<file path="src/rtl/mips_cpu_mem_arbiter_pkg.sv">
// Shared types for the fetch/data memory arbiter: FSM states, grant choice, lane mask.
package mips_cpu_mem_arbiter_pkg;

  localparam int unsigned DATA_W = 32;
  localparam int unsigned BE_W   = 4;

  typedef enum logic [2:0] {
    IDLE,
    ISSUE_I,
    ISSUE_D,
    DONE_I,
    DONE_D
  } arb_state_t;

  typedef enum logic {
    GNT_I,
    GNT_D
  } gnt_t;

  localparam logic [BE_W-1:0] BE_ALL = 4'hF;

endpackage

</file>
<file path="src/rtl/mips_cpu_mem_arbiter_prio.sv">
// Grant choice between fetch and data ports, with a saturating starvation counter
// that forces a fetch grant after STARVE_LIMIT consecutive data grants.
module mips_cpu_mem_arbiter_prio
  import mips_cpu_mem_arbiter_pkg::*;
#(
  parameter int unsigned STARVE_LIMIT = 4
) (
  input  logic clk,
  input  logic rst,
  input  logic instr_req,
  input  logic data_req,
  input  logic take,
  output gnt_t gnt_c
);

  localparam int unsigned CNT_W = (STARVE_LIMIT < 1) ? 1 : $clog2(STARVE_LIMIT + 1);
  localparam logic [CNT_W-1:0] LIMIT = CNT_W'(STARVE_LIMIT);

  logic [CNT_W-1:0] starve_q, starve_d;

  always_comb begin
    gnt_c = GNT_D;
    if (instr_req && (!data_req || (starve_q == LIMIT))) gnt_c = GNT_I;
  end

  // Counter only moves on an actual grant; it counts data wins while fetch waits.
  always_comb begin
    starve_d = starve_q;
    if (take) begin
      if (gnt_c == GNT_I)      starve_d = '0;
      else if (!instr_req)     starve_d = '0;
      else if (starve_q != LIMIT) starve_d = starve_q + CNT_W'(1);
    end
  end

  always_ff @(posedge clk or posedge rst) begin
    if (rst) starve_q <= '0;
    else     starve_q <= starve_d;
  end

endmodule

</file>
<file path="src/rtl/mips_cpu_mem_arbiter.sv">
// Shares one Avalon-style memory between the fetch and data ports, one access at a time.
// Optional grant/conflict statistics counters are enabled with MEM_ARB_STATS_EN.
module mips_cpu_mem_arbiter
  import mips_cpu_mem_arbiter_pkg::*;
#(
  parameter int unsigned STARVE_LIMIT = 4,
  parameter int unsigned ADDR_W       = 32
) (
  input  logic              clk,
  input  logic              reset,
  input  logic              instr_read,
  input  logic [ADDR_W-1:0] instr_address,
  output logic [DATA_W-1:0] instr_readdata,
  output logic              instr_waitrequest,
  input  logic              data_read,
  input  logic              data_write,
  input  logic [ADDR_W-1:0] data_address,
  input  logic [BE_W-1:0]   data_byteenable,
  input  logic [DATA_W-1:0] data_writedata,
  output logic [DATA_W-1:0] data_readdata,
  output logic              data_waitrequest,
  output logic [ADDR_W-1:0] mem_address,
  output logic              mem_read,
  output logic              mem_write,
  output logic [BE_W-1:0]   mem_byteenable,
  output logic [DATA_W-1:0] mem_writedata,
  input  logic [DATA_W-1:0] mem_readdata,
  input  logic              mem_waitrequest
`ifdef MEM_ARB_STATS_EN
  ,
  output logic [31:0]       stat_instr_grants,
  output logic [31:0]       stat_data_grants,
  output logic [31:0]       stat_conflicts
`endif
);

  arb_state_t        state_q, state_d;
  logic [ADDR_W-1:0] mem_address_q, mem_address_d;
  logic              mem_read_q, mem_read_d;
  logic              mem_write_q, mem_write_d;
  logic [BE_W-1:0]   mem_be_q, mem_be_d;
  logic [DATA_W-1:0] mem_wdata_q, mem_wdata_d;
  logic [DATA_W-1:0] instr_rdata_q, instr_rdata_d;
  logic [DATA_W-1:0] data_rdata_q, data_rdata_d;

  logic data_req_c;
  logic take_c;
  gnt_t gnt_c;

  assign data_req_c = data_read || data_write;
  assign take_c     = (state_q == IDLE) && (instr_read || data_req_c);

  mips_cpu_mem_arbiter_prio #(
    .STARVE_LIMIT(STARVE_LIMIT)
  ) u_prio (
    .clk      (clk),
    .rst      (reset),
    .instr_req(instr_read),
    .data_req (data_req_c),
    .take     (take_c),
    .gnt_c    (gnt_c)
  );

  // Next-state and memory-command logic; the command is latched only at grant.
  always_comb begin
    state_d       = state_q;
    mem_address_d = mem_address_q;
    mem_read_d    = mem_read_q;
    mem_write_d   = mem_write_q;
    mem_be_d      = mem_be_q;
    mem_wdata_d   = mem_wdata_q;
    instr_rdata_d = instr_rdata_q;
    data_rdata_d  = data_rdata_q;
    case (state_q)
      IDLE: begin
        if (take_c) begin
          if (gnt_c == GNT_I) begin
            mem_address_d = instr_address;
            mem_read_d    = 1'b1;
            mem_write_d   = 1'b0;
            mem_be_d      = BE_ALL;
            state_d       = ISSUE_I;
          end else begin
            mem_address_d = data_address;
            if (data_write) begin
              mem_read_d  = 1'b0;
              mem_write_d = 1'b1;
              mem_be_d    = data_byteenable;
              mem_wdata_d = data_writedata;
            end else begin
              mem_read_d  = 1'b1;
              mem_write_d = 1'b0;
              mem_be_d    = BE_ALL;
            end
            state_d = ISSUE_D;
          end
        end
      end
      ISSUE_I: begin
        if (!mem_waitrequest) begin
          mem_read_d    = 1'b0;
          instr_rdata_d = mem_readdata;
          state_d       = DONE_I;
        end
      end
      ISSUE_D: begin
        if (!mem_waitrequest) begin
          if (mem_read_q) data_rdata_d = mem_readdata;
          mem_read_d  = 1'b0;
          mem_write_d = 1'b0;
          state_d     = DONE_D;
        end
      end
      DONE_I:  state_d = IDLE;
      DONE_D:  state_d = IDLE;
      default: state_d = IDLE;
    endcase
  end

  always_ff @(posedge clk or posedge reset) begin
    if (reset) begin
      state_q       <= IDLE;
      mem_address_q <= '0;
      mem_read_q    <= 1'b0;
      mem_write_q   <= 1'b0;
      mem_be_q      <= '0;
      mem_wdata_q   <= '0;
      instr_rdata_q <= '0;
      data_rdata_q  <= '0;
    end else begin
      state_q       <= state_d;
      mem_address_q <= mem_address_d;
      mem_read_q    <= mem_read_d;
      mem_write_q   <= mem_write_d;
      mem_be_q      <= mem_be_d;
      mem_wdata_q   <= mem_wdata_d;
      instr_rdata_q <= instr_rdata_d;
      data_rdata_q  <= data_rdata_d;
    end
  end

  assign mem_address       = mem_address_q;
  assign mem_read          = mem_read_q;
  assign mem_write         = mem_write_q;
  assign mem_byteenable    = mem_be_q;
  assign mem_writedata     = mem_wdata_q;
  assign instr_readdata    = instr_rdata_q;
  assign data_readdata     = data_rdata_q;
  assign instr_waitrequest = instr_read && (state_q != DONE_I);
  assign data_waitrequest  = data_req_c && (state_q != DONE_D);

`ifdef MEM_ARB_STATS_EN
  logic [31:0] stat_i_q, stat_i_d;
  logic [31:0] stat_d_q, stat_d_d;
  logic [31:0] stat_c_q, stat_c_d;

  // A conflict is an IDLE cycle with both ports requesting; counters wrap.
  always_comb begin
    stat_i_d = stat_i_q;
    stat_d_d = stat_d_q;
    stat_c_d = stat_c_q;
    if (take_c && (gnt_c == GNT_I)) stat_i_d = stat_i_q + 32'd1;
    if (take_c && (gnt_c == GNT_D)) stat_d_d = stat_d_q + 32'd1;
    if (take_c && instr_read && data_req_c) stat_c_d = stat_c_q + 32'd1;
  end

  always_ff @(posedge clk or posedge reset) begin
    if (reset) begin
      stat_i_q <= '0;
      stat_d_q <= '0;
      stat_c_q <= '0;
    end else begin
      stat_i_q <= stat_i_d;
      stat_d_q <= stat_d_d;
      stat_c_q <= stat_c_d;
    end
  end

  assign stat_instr_grants = stat_i_q;
  assign stat_data_grants  = stat_d_q;
  assign stat_conflicts    = stat_c_q;
`endif

`ifndef SYNTHESIS
  a_no_read_and_write: assert property (@(posedge clk) disable iff (reset)
    !(data_read && data_write))
    else $error("data_read and data_write asserted together");
`endif

endmodule
</file>
<file path="config.mk">
export PLATFORM = sky130hd
export DESIGN_NAME = mips_cpu_mem_arbiter
export DESIGN_NICKNAME = d
export VERILOG_FILES = /design/src/rtl/mips_cpu_mem_arbiter_pkg.sv /design/src/rtl/mips_cpu_mem_arbiter_prio.sv /design/src/rtl/mips_cpu_mem_arbiter.sv
export SDC_FILE = /design/constraint.sdc
export NUM_CORES = 1
export LEC_CHECK = 0
export CAP_MARGIN = 20
export CORE_ASPECT_RATIO = 1.5
export CORE_UTILIZATION = 41
export CTS_CLUSTER_DIAMETER = 30
export DETAILED_ROUTE_END_ITERATION = 8
export MAX_ROUTING_LAYER = met4
export PLACE_DENSITY = 0.83
export SLEW_MARGIN = 20
export SYNTH_ARGS = -nofsm -noshare
export SYNTH_HDL_FRONTEND = slang
export SYNTH_SLANG_ARGS = --single-unit
</file>
<file path="constraint.sdc">
create_clock -name clk -period 6.3 [get_ports clk]
set_clock_uncertainty 0.2 [all_clocks]
set_input_delay 0.945 -clock clk [delete_from_list [all_inputs] [get_ports clk]]
set_output_delay 0.945 -clock clk [all_outputs]
set_load 0.03 [all_outputs]
</file>
## Word-level counts from Yosys, hierarchy flattened

Cells that the tools add are included.

| cells by class | value |
|---|---|
| equality and inequality tests | 11 |
| bitwise gates (word level) | 2 |
| reduce and logical (&&, ||, !) cells | 20 |
| multiplexer cells | 20 |
| add/subtract/negate cells | 1 |

Operators with widths:

| kind | number |
|---|---|
| $mux W32 | 1 |
| $mux W3 | 6 |
| $reduce_and A3 Y1 | 4 |
| $pmux W3 S3 | 1 |
| $mux W4 | 2 |
| $ne A2 B2 Y1 const B | 4 |
| $mux W1 | 7 |
| $ne A3 B3 Y1 const B | 2 |
| $reduce_and A2 Y1 | 3 |
| $logic_and A1 B1 Y1 | 4 |
| $pmux W1 S2 | 2 |
| $reduce_and A4 Y1 | 1 |
| $reduce_bool A2 Y1 | 2 |
| $add A3 B1 Y3 const B | 1 |
| $eq A3 B1 Y1 const B | 1 |
| $eq A3 B2 Y1 const B | 1 |
| $eq A3 B3 Y1 const B | 1 |
| $logic_not A3 Y1 | 1 |
| $logic_or A1 B1 Y1 | 3 |
| $ne A3 B1 Y1 const B | 1 |
| $ne A3 B2 Y1 const B | 1 |
| $mux W2 | 1 |
| $not A1 Y1 | 2 |
| $reduce_or A2 Y1 | 1 |
| $logic_not A1 Y1 | 1 |

| word-level totals | value |
|---|---|
| logic and storage cells | 63 |
| flip-flop bits (word level) | 140 |
| bits of input ports | 138 |
| output and inout port bits | 136 |

## Logic depth before layout (Yosys ltp)

| depth | value |
|---|---|
| word-level depth | 7 |
| gate-level depth with buffers | 7 |
| gate-level depth less buffers | 5 |

## Modules after synthesis

Synthesis repeated with hierarchy kept, for this count alone.

| unflattened totals | value |
|---|---|
| cell total of the unflattened synthesis | 413 |
| area total of the unflattened synthesis | 6129.6 um^2 |

Modules (own cells, without submodules):

| module | sequential area each (um^2) | area an instance (um^2) | instances | cells an instance |
|---|---|---|---|---|
| mips_cpu_mem_arbiter | 3428.3 | 5928.2 | 1 | 392 |
| mips_cpu_mem_arbiter_prio | 75.1 | 201.4 | 1 | 21 |

## Worst setup path before layout

Ideal clock, no wire load.

| path | value |
|---|---|
| path kind | input to output |
| start | in instr_read |
| end | out instr_waitrequest |
| stages | 3 |
| arrival time | 1.710 ns |
| path slack | 3.445 ns |
| buffers on the path | 1 |
| path through | inv_1 clkbuf_1 a31oi_1 |

| between the ends | value |
|---|---|
| longest elaborated chain between the ends | 1 |

Ends and longest elaborated chain:

| what | RTL line | source |
|---|---|---|
| from (decl) | mips_cpu_mem_arbiter.sv:11 | `input logic instr_read,` |
| $logic_and A1 B1 Y1 | mips_cpu_mem_arbiter.sv:149 | `assign instr_waitrequest = instr_read && (state_q != DONE_I);` |
| to (decl) | mips_cpu_mem_arbiter.sv:14 | `output logic instr_waitrequest,` |

No other way between the ends.

## Worst setup path in the final report

Same ends and word-level chain as after synthesis.

==> flow_metrics.tcl <==
set metrics [dict create \
    synth_cell_types 33 \
    finalHoldViolations 0 \
    grt-ovfl-total 0 \
    antenna_left 0 \
    die-area_um2 14600 \
    crit_end "instr_waitrequest" \
    reg2reg_depth 4 \
    grt_pass1_vias 5316 \
    synth_area_um2 5790 \
    utilization_pct 67.4 \
    hold_buffers 0 \
    wl_per_cell_um 19.7 \
    arrival_ps 3390 \
    p_per_area_nw_per_um2 567 \
    track_usage_pct 25.2 \
    top_level_ports 274 \
    cts_buffer_depth 2 \
    layout_min_cycle_time_ps 4530 \
    drive_above_1_share_pct 16.2 \
    dieWidth_um 99.0 \
    diodes 0 \
    cts_tree "done" \
    power.total_mw 5.22 \
    clk_latency_ps 410 \
    drc 0 \
    syn_avg_cell_area_um2 12.9 \
    relSlewSlack_pct 41.9 \
    ys_warn_count 0 \
    fin_crit_sh_pct 71.9 \
    report.final.slew_viol_count 0 \
    irDropWorstVdd_v 0.000409 \
    vias 4795 \
    fin_nets 849 \
    hold_path_class "register to register" \
    syn_nets 589 \
    start_util_pct 42.4 \
    post_cts_resized 0 \
    numCtsBuffers 17 \
    fmax_mhz 221 \
    syn2layout_area_growth_pct 58.9 \
    path_clk_slew_ps 60 \
    layout_common_cells "clkdlybuf4s50_1 (273), dfrtp_1 (140), mux2_2 (71), a21oi_1 (36), nand3_1 (34)" \
    cp-end-kind "output port" \
    routabilityCongestion 0.813 \
    fillers 986 \
    reg2reg_to "mem_writedata[9]" \
    rsz0062_at_grt "no" \
    setup-tns-final_ps 0 \
    synthArstFlopShare_pct 100 \
    die_h_um 148 \
    synth_top_flop_cell "dfrtp_1" \
    port_buffers 273 \
    hpwl_um 12200 \
    yosys_register_bits 140 \
    cts_root_buf "clkbuf_16" \
    coreArea_um2 13700 \
    synth_edf_count 0 \
    drv_cap 0 \
    worst_pin_slew_ps 872 \
    cts_htree_levels 4 \
    setup_viol 0 \
    cts_sinks 140 \
    grt_start_max_net_pins 72 \
    synthesis.instances 449 \
    crit_type "input pin to output port" \
    regToRegSetupSlack_ps 3860 \
    total_leakage_power_nw 3.71 \
    via_per_inst 5.42 \
    ys_seq_area_share_pct 60.5 \
    status "completed" \
    finalWirelength_um 17400 \
    num_rows 52 \
    rr_startpoint "state_q[0]" \
    start_kind "input pin" \
    drt-initial-drc-count 243 \
    path_max_fanout 39 \
    grt_pass1_wl_um 27500 \
    critPathLaunch "instr_read" \
    first_pass_iters 5 \
    layout_commonest_cell "clkdlybuf4s50_1" \
    postCtsSetupBuffers 0 \
    crit_required_ps 5150 \
    antenna_found_initial 0 \
]
[layer usage]
metal	global-route usage (%)	routed length, µm
met5	-	0
met4	12.5	665
met3	6.86	1390
met2	43.5	9210
met1	26.3	6150
[per-stage QoR]
step                      hold slack, ps  cells  worst slack (ps)  instance area [µm²]
final                                294    884              1770                 9200
after global routing                 306    884              1590                 9200
after detailed placement             284    852              1820                 8610
after global placement               274    852              1880                 8610
after floorplan                      313    449              1400                 5790
after CTS                            298    884              1790                 9190
[critical path: stages]
cell             delay, ps
clkdlybuf4s50_1        460
buf_4                  370
inv_1                  500
a31oi_1                340
clkdlybuf4s50_1        750
[Yosys cell counts (2+ instances only)]
cell       instances  area [µm²]
o2bb2ai_1          2        17.5
nand2b_1           2        12.5
nor2_1             3        11.3
inv_1              6        22.5
nand3_1           34         170
nor4b_2            2        30.0
o22a_1             4        35.0
mux2_1            25         282
clkbuf_1          21        78.8
a31oi_1           33         206
dfrtp_1          140        3500
buf_6              3        33.8
o21ai_0           33         165
ha_1               2        25.0
a21oi_1           36         180
buf_2             14        70.1
nor3_1             2        10.0
nand2_1            2        7.51
mux2_2            71         800
[worst min-delay path by stage]
stage	start	end	depth (start not counted)
after floorplan	u_prio.starve_q[2]	u_prio.starve_q[2]	1
after global placement	mem_writedata[10]	mem_writedata[10]	1
after detailed placement	mem_writedata[2]	mem_writedata[2]	1
after CTS	mem_writedata[2]	mem_writedata[2]	1
after global routing	mem_writedata[14]	mem_writedata[14]	1
final	mem_writedata[14]	mem_writedata[14]	1
[cells by family (layout without fill, tap and decap cells)]
| family | Yosys count | count (layout) | synth area share (%) |
|---|---|---|---|
| flops | 140 | 140 | 60.5 |
| compound gates | 115 | 115 | 11.4 |
| mux | 97 | 97 | 18.8 |
| simple gates | 51 | 51 | 5.25 |
| buf+inv | 44 | 317 | 3.54 |
| fa+ha+maj | 2 | 2 | 0.432 |
[flip-flops by register name, indices dropped and copies added (netlist names)]
| name | cells |
|---|---|
| data_readdata | 32 |
| instr_readdata | 32 |
| mem_address | 32 |
| mem_writedata | 32 |
| mem_byteenable | 4 |
| state_q | 3 |
| u_prio.starve_q | 3 |
| mem_read | 1 |
| mem_write | 1 |
[power breakdown]
group,switching [mW],total [mW],internal (mW),leakage (nW)
combinational,1.47,2.64,1.17,1.79
sequential,0.264,1.61,1.35,1.66
clock,0.409,0.973,0.563,0.269
[final cells by class]
type	instances	area, µm²	area share, %
multi-input cells	265	2120	23.0
repair buffers	279	2780	30.2
inverters	6	27.5	0.299
clock inverters	13	133	1.44
well taps	162	203	2.20
clock buffers	19	443	4.81
flip-flops and latches	140	3500	38.1
Note: power is estimated with default switching activity, not from simulation.
